`src/rtl/pattern_detector_pkg.sv`:
```
// pattern_detector_pkg: shared FSM state type and constants (PATTERN_DETECTOR_OVERLAP_EN selects hit successor)
package pattern_detector_pkg;
  typedef enum logic [1:0] {
    S0   = 2'b00,
    S1   = 2'b01,
    S10  = 2'b10,
    S101 = 2'b11
  } state_t;
  localparam logic [3:0] PATTERN = 4'b1011;
  localparam int HIST_W = 4;
`ifdef PATTERN_DETECTOR_OVERLAP_EN
  localparam state_t HIT_NEXT = S1;
`else
  localparam state_t HIT_NEXT = S0;
`endif
endpackage

```
`src/rtl/sat_counter.sv`:
```
// sat_counter: saturating up-counter with synchronous active-high reset
module sat_counter #(
  parameter int CNT_W = 8
) (
  input  logic             clk,
  input  logic             rst,
  input  logic             inc,
  output logic [CNT_W-1:0] count
);
  // count up on inc, stick at all-ones instead of wrapping
  always_ff @(posedge clk)
    if (rst) count <= '0;
    else if (inc && count != '1) count <= count + 1'b1;
endmodule

```
`src/rtl/pattern_detector.sv`:
```
// pattern_detector: serial 1011 detector with match pulse, saturating count and bit history (PATTERN_DETECTOR_OVERLAP_EN enables overlapping matches)
module pattern_detector
  import pattern_detector_pkg::*;
#(
  parameter int CNT_W = 8
) (
  input  logic              clk,
  input  logic              rst,
  input  logic              d,
  input  logic              valid,
  output logic              match,
  output logic [CNT_W-1:0]  count,
  output logic [HIST_W-1:0] hist
);
  state_t state, state_nx;
  logic hit;
  // state, registered match pulse and history shift on consumed bits
  always_ff @(posedge clk)
    if (rst) begin
      state <= S0;
      match <= 1'b0;
      hist  <= '0;
    end else begin
      state <= state_nx;
      match <= hit;
      if (valid) hist <= {hist[HIST_W-2:0], d};
    end
  // longest matched prefix advances only on qualified bits
  always_comb begin
    state_nx = state;
    hit      = 1'b0;
    if (valid)
      case (state)
        S0:      state_nx = d ? S1 : S0;
        S1:      state_nx = d ? S1 : S10;
        S10:     state_nx = d ? S101 : S0;
        default: begin
          hit      = (d == PATTERN[0]);
          state_nx = hit ? HIT_NEXT : S10;
        end
      endcase
  end
  sat_counter #(.CNT_W(CNT_W)) u_cnt (
    .clk   (clk),
    .rst   (rst),
    .inc   (hit),
    .count (count)
  );
endmodule
```
`config.mk`:
```
export PLATFORM = sky130hd
export DESIGN_NAME = pattern_detector
export DESIGN_NICKNAME = d
export VERILOG_FILES = /design/src/rtl/pattern_detector_pkg.sv /design/src/rtl/sat_counter.sv /design/src/rtl/pattern_detector.sv
export SDC_FILE = /design/constraint.sdc
export NUM_CORES = 1
export LEC_CHECK = 0
export CORE_UTILIZATION = 46
export DETAILED_ROUTE_END_ITERATION = 12
export PLACE_DENSITY_LB_ADDON = 0.12
export SYNTH_ARGS = -nofsm -noshare
export SYNTH_HDL_FRONTEND = slang
export SYNTH_HIERARCHICAL = 1
export SYNTH_SLANG_ARGS = --single-unit
```
`constraint.sdc`:
```
create_clock -name clk -period 1.9 [get_ports clk]
set_input_delay 0.57 -clock clk [delete_from_list [all_inputs] [get_ports clk]]
set_output_delay 0.57 -clock clk [all_outputs]
set_load 0.01 [all_outputs]
```
==> impl_results.md, run 1 <==
* Chip height at 41.0 um
* Crit. path cell count at 1
* Final Critical Period at 1.82 ns
* Post-synth EDFFs at 0
* Clk_lat worst skew at 0.28 ns
* ANT nets after route at 0
* Syn_nets at 78
* Final setup violating endpoints at 0
* Crit path max-delay family: buffers and inverters
* PortBufs at 16
* Reg area at 305 um2
* Psw at 0.122 mW
* Hold Buf Count CTS at 0
* WP data arrival at 1.25 ns
* Crit-path max FO at 5
* Fillers at 125
* Final Max Slew Viols at 0
* DRC errors left at 0
* Initial core utilization at 0.513
* Critical-path cell list: clkdlybuf4s50_1
* Internal cell power at 0.421 mW
* H-tree Lvls at 1
* Mean Syn Cell Area at 9.60 um2
* Layout cells sized above 1 at 0.196
* Ys async rst share at 0
* Post-DR vias/cell at 5.71
* Final hold violation count at 0
* Comb power frac at 0.072
* CTS tree: done
* Max stage delay cell, worst path: clkdlybuf4s50_1
* Gr usage total at 0.190
* Relative slew slack at 0.814
* Clock tree sinks at 15
* Cell Area, Synth at 701 um2
* Die area at 0.00168 mm2
* CP endpoint kind: primary output
* VDD IR max at 0.365 mV
* Area Overhead vs Synth at 33.2%
* GP Congestion at 0.772
* Clk pin slew, worst setup/hold paths at 0.08 ns
* Number of synthesized register bits at 15
* Yosys warning count at 6
* Clock tree buffer depth at 2
* Worst Skew at 0.00420 ns
* DP HPWL at 1050 um
* Clock power frac at 0.335
* Antenna Diode Count at 0
* Via count at 640
* Post-CTS Resized at 1
* TritonCTS buffer count at 3
* Cells after Synth at 73
* Multi-input gate area at 370 um2
* Total congestion overflow at 0
* Post-place setup slack at -0.139 ns
* P per Cell Area at 582 mW/mm2
* Worst min path class: reg -> reg
* Ys flop type: dfxtp_1
* Minimum hold slack at 0.500 ns
* Synth Area in Simple Gates at 0.237
* Routed length per instance at 13.1 um
* Yosys cell types at 29
* Final #Nets at 103
* Synth Area in Compound Gates at 0.180
* I/O Pins at 17
* Most frequent cells in the layout: clkdlybuf4s50_1, dfxtp_1, nand2_1, a21oi_1, buf_4
* Initial DRC count at 42
* Sequential area share after synthesis at 0.429
* Leak at 0.357 nW
* Routed WL at 1470 um
* R2R depth at 4
* RSZ-0062 raised after global routing: no
* Post-synthesis mux area share at 0.0929
* Crit path launch type: flip-flop
* Tcrit/Tclk final at 0.960
* Xor-xnor portion of the synthesized cell area at 0
* Max-cap violations at 0
* Hold depth at 2
* Root Driver: clkbuf_4
* Commonest non-fill, non-tap cell in the layout: clkdlybuf4s50_1
* WP data required at 1.33 ns
* Num rows at 13
* Outcome: completed
* First-pass DRT Iterations at 6
* Largest net degree at the start of global routing at 10
* Adder-Cell Fraction of Synth Area at 0.0179
* Die W at 41.0 um
* Seq pwr share at 0.593
* Final worst slack at 0.0767 ns
* WP buf/inv at 1
* Core area at 0.00137 mm2
* Initial antenna violation count at 0
* Worst setup path class: reg -> out
* Main combinational cell family by area after synthesis: simple AND/OR/NAND/NOR gates
* Largest stage delay, worst path at 0.56 ns
* Net Sw Frac at 0.224
* Max Clock Freq at 548 MHz
* First-pass GRT wire length at 2060 um
* Post-CTS setup buffer count at 0
* Worst-margin pin slew at 0.278 ns
* Vias in the first global route at 473
## path summary, 6_finish.rpt
check / startpoint / end / slack (ns)
min: u_cnt/count[3] / u_cnt/count[3] / 0.50
min reg2reg: u_cnt/count[3] / u_cnt/count[3] / 0.50
max: u_cnt/count[1] / count[1] / 0.08
max reg2reg: u_cnt/count[0] / u_cnt/count[0] / 0.48
## cell usage after synthesis (2+ instances only)
library cell  instances  share of area
nand4_1               2          0.018
nor2_1                5          0.027
nor3_1                2          0.014
dfxtp_1              15           0.43
and4_1                2          0.025
nand2_1               7          0.038
buf_6                 2          0.032
nand3_1               3          0.021
a211oi_1              2          0.021
inv_1                 2          0.011
o21bai_1              2          0.021
o21ai_1               2          0.014
mux2i_1               5          0.071
a21oi_1               7          0.050
## power by group through the flow
stage / clock network, mW / registers, mW / logic [mW]
6_report: 0.182 / 0.322 / 0.0392
5_1_grt: 0.200 / 0.322 / 0.0436
4_1_cts: 0.187 / 0.322 / 0.0391
3_5_place_dp: 0 / 0.329 / 0.0390
3_3_place_gp: 0 / 0.329 / 0.0381
2_1_floorplan: 0 / 0.330 / 0.0153
## sequential cells by signal, indices dropped and copies added (netlist names)
signal and count:
u_cnt/count 8, hist 4, state 2, match 1
## cells by family (layout without fill, tap and decap cells)
kind of cell    after synthesis  after routing
simple gates                 29             29
compound gates               18             18
flops                        15             15
mux                           6              6
buf+inv                       4             28
fa+ha+maj                     1              1
## per-stage QoR
stage | instances | utilization | power [mW] | area (um2) | TNS, ns
2_1_floorplan | 73 | - | 0.345 | 701 | 0
3_3_place_gp | 108 | 0.660 | 0.367 | 902 | -0.298
3_5_place_dp | 108 | 0.660 | 0.368 | 902 | -0.400
4_1_cts | 112 | 0.680 | 0.548 | 930 | 0
5_1_grt | 112 | 0.683 | 0.566 | 933 | 0
6_report | 112 | 0.683 | 0.543 | 933 | 0
## routing by layer
layer,up-vias,routed length (um),track usage,share of wire
met2,23,617,0.266,0.42
li1,317,-,-,-
met4,0,23,0.0750,0.016
met3,5,81,0.0489,0.055
met5,-,0,0,0
met1,295,750,0.272,0.51
## area by class of cell
type | instances | area share
clock buffer | 4 | 0.0282
inverter | 2 | 0.00804
multi-input combinational | 54 | 0.397
sequential | 15 | 0.327
tap | 15 | 0.0201
timing repair buffer | 22 | 0.220
Power figures use the tool's default switching activity.
==> run 2, diff against run 1 <==
--- a/config.mk
+++ b/config.mk
@@ -8,6 +8,7 @@
 export CORE_UTILIZATION = 46
 export DETAILED_ROUTE_END_ITERATION = 12
 export PLACE_DENSITY_LB_ADDON = 0.12
+export SLEW_MARGIN = 20
 export SYNTH_ARGS = -nofsm -noshare
 export SYNTH_HDL_FRONTEND = slang
 export SYNTH_HIERARCHICAL = 1
==> results of run 2 <==
The final DEF is identical to that of run 1; final timing and power are the same.
==> run 3, diff against run 2 <==
--- a/config.mk
+++ b/config.mk
@@ -13,3 +13,4 @@
 export SYNTH_HDL_FRONTEND = slang
 export SYNTH_HIERARCHICAL = 1
 export SYNTH_SLANG_ARGS = --single-unit
+export TNS_END_PERCENT = 100
==> results of run 3 <==
The final DEF is identical to that of run 1; final timing and power are the same.
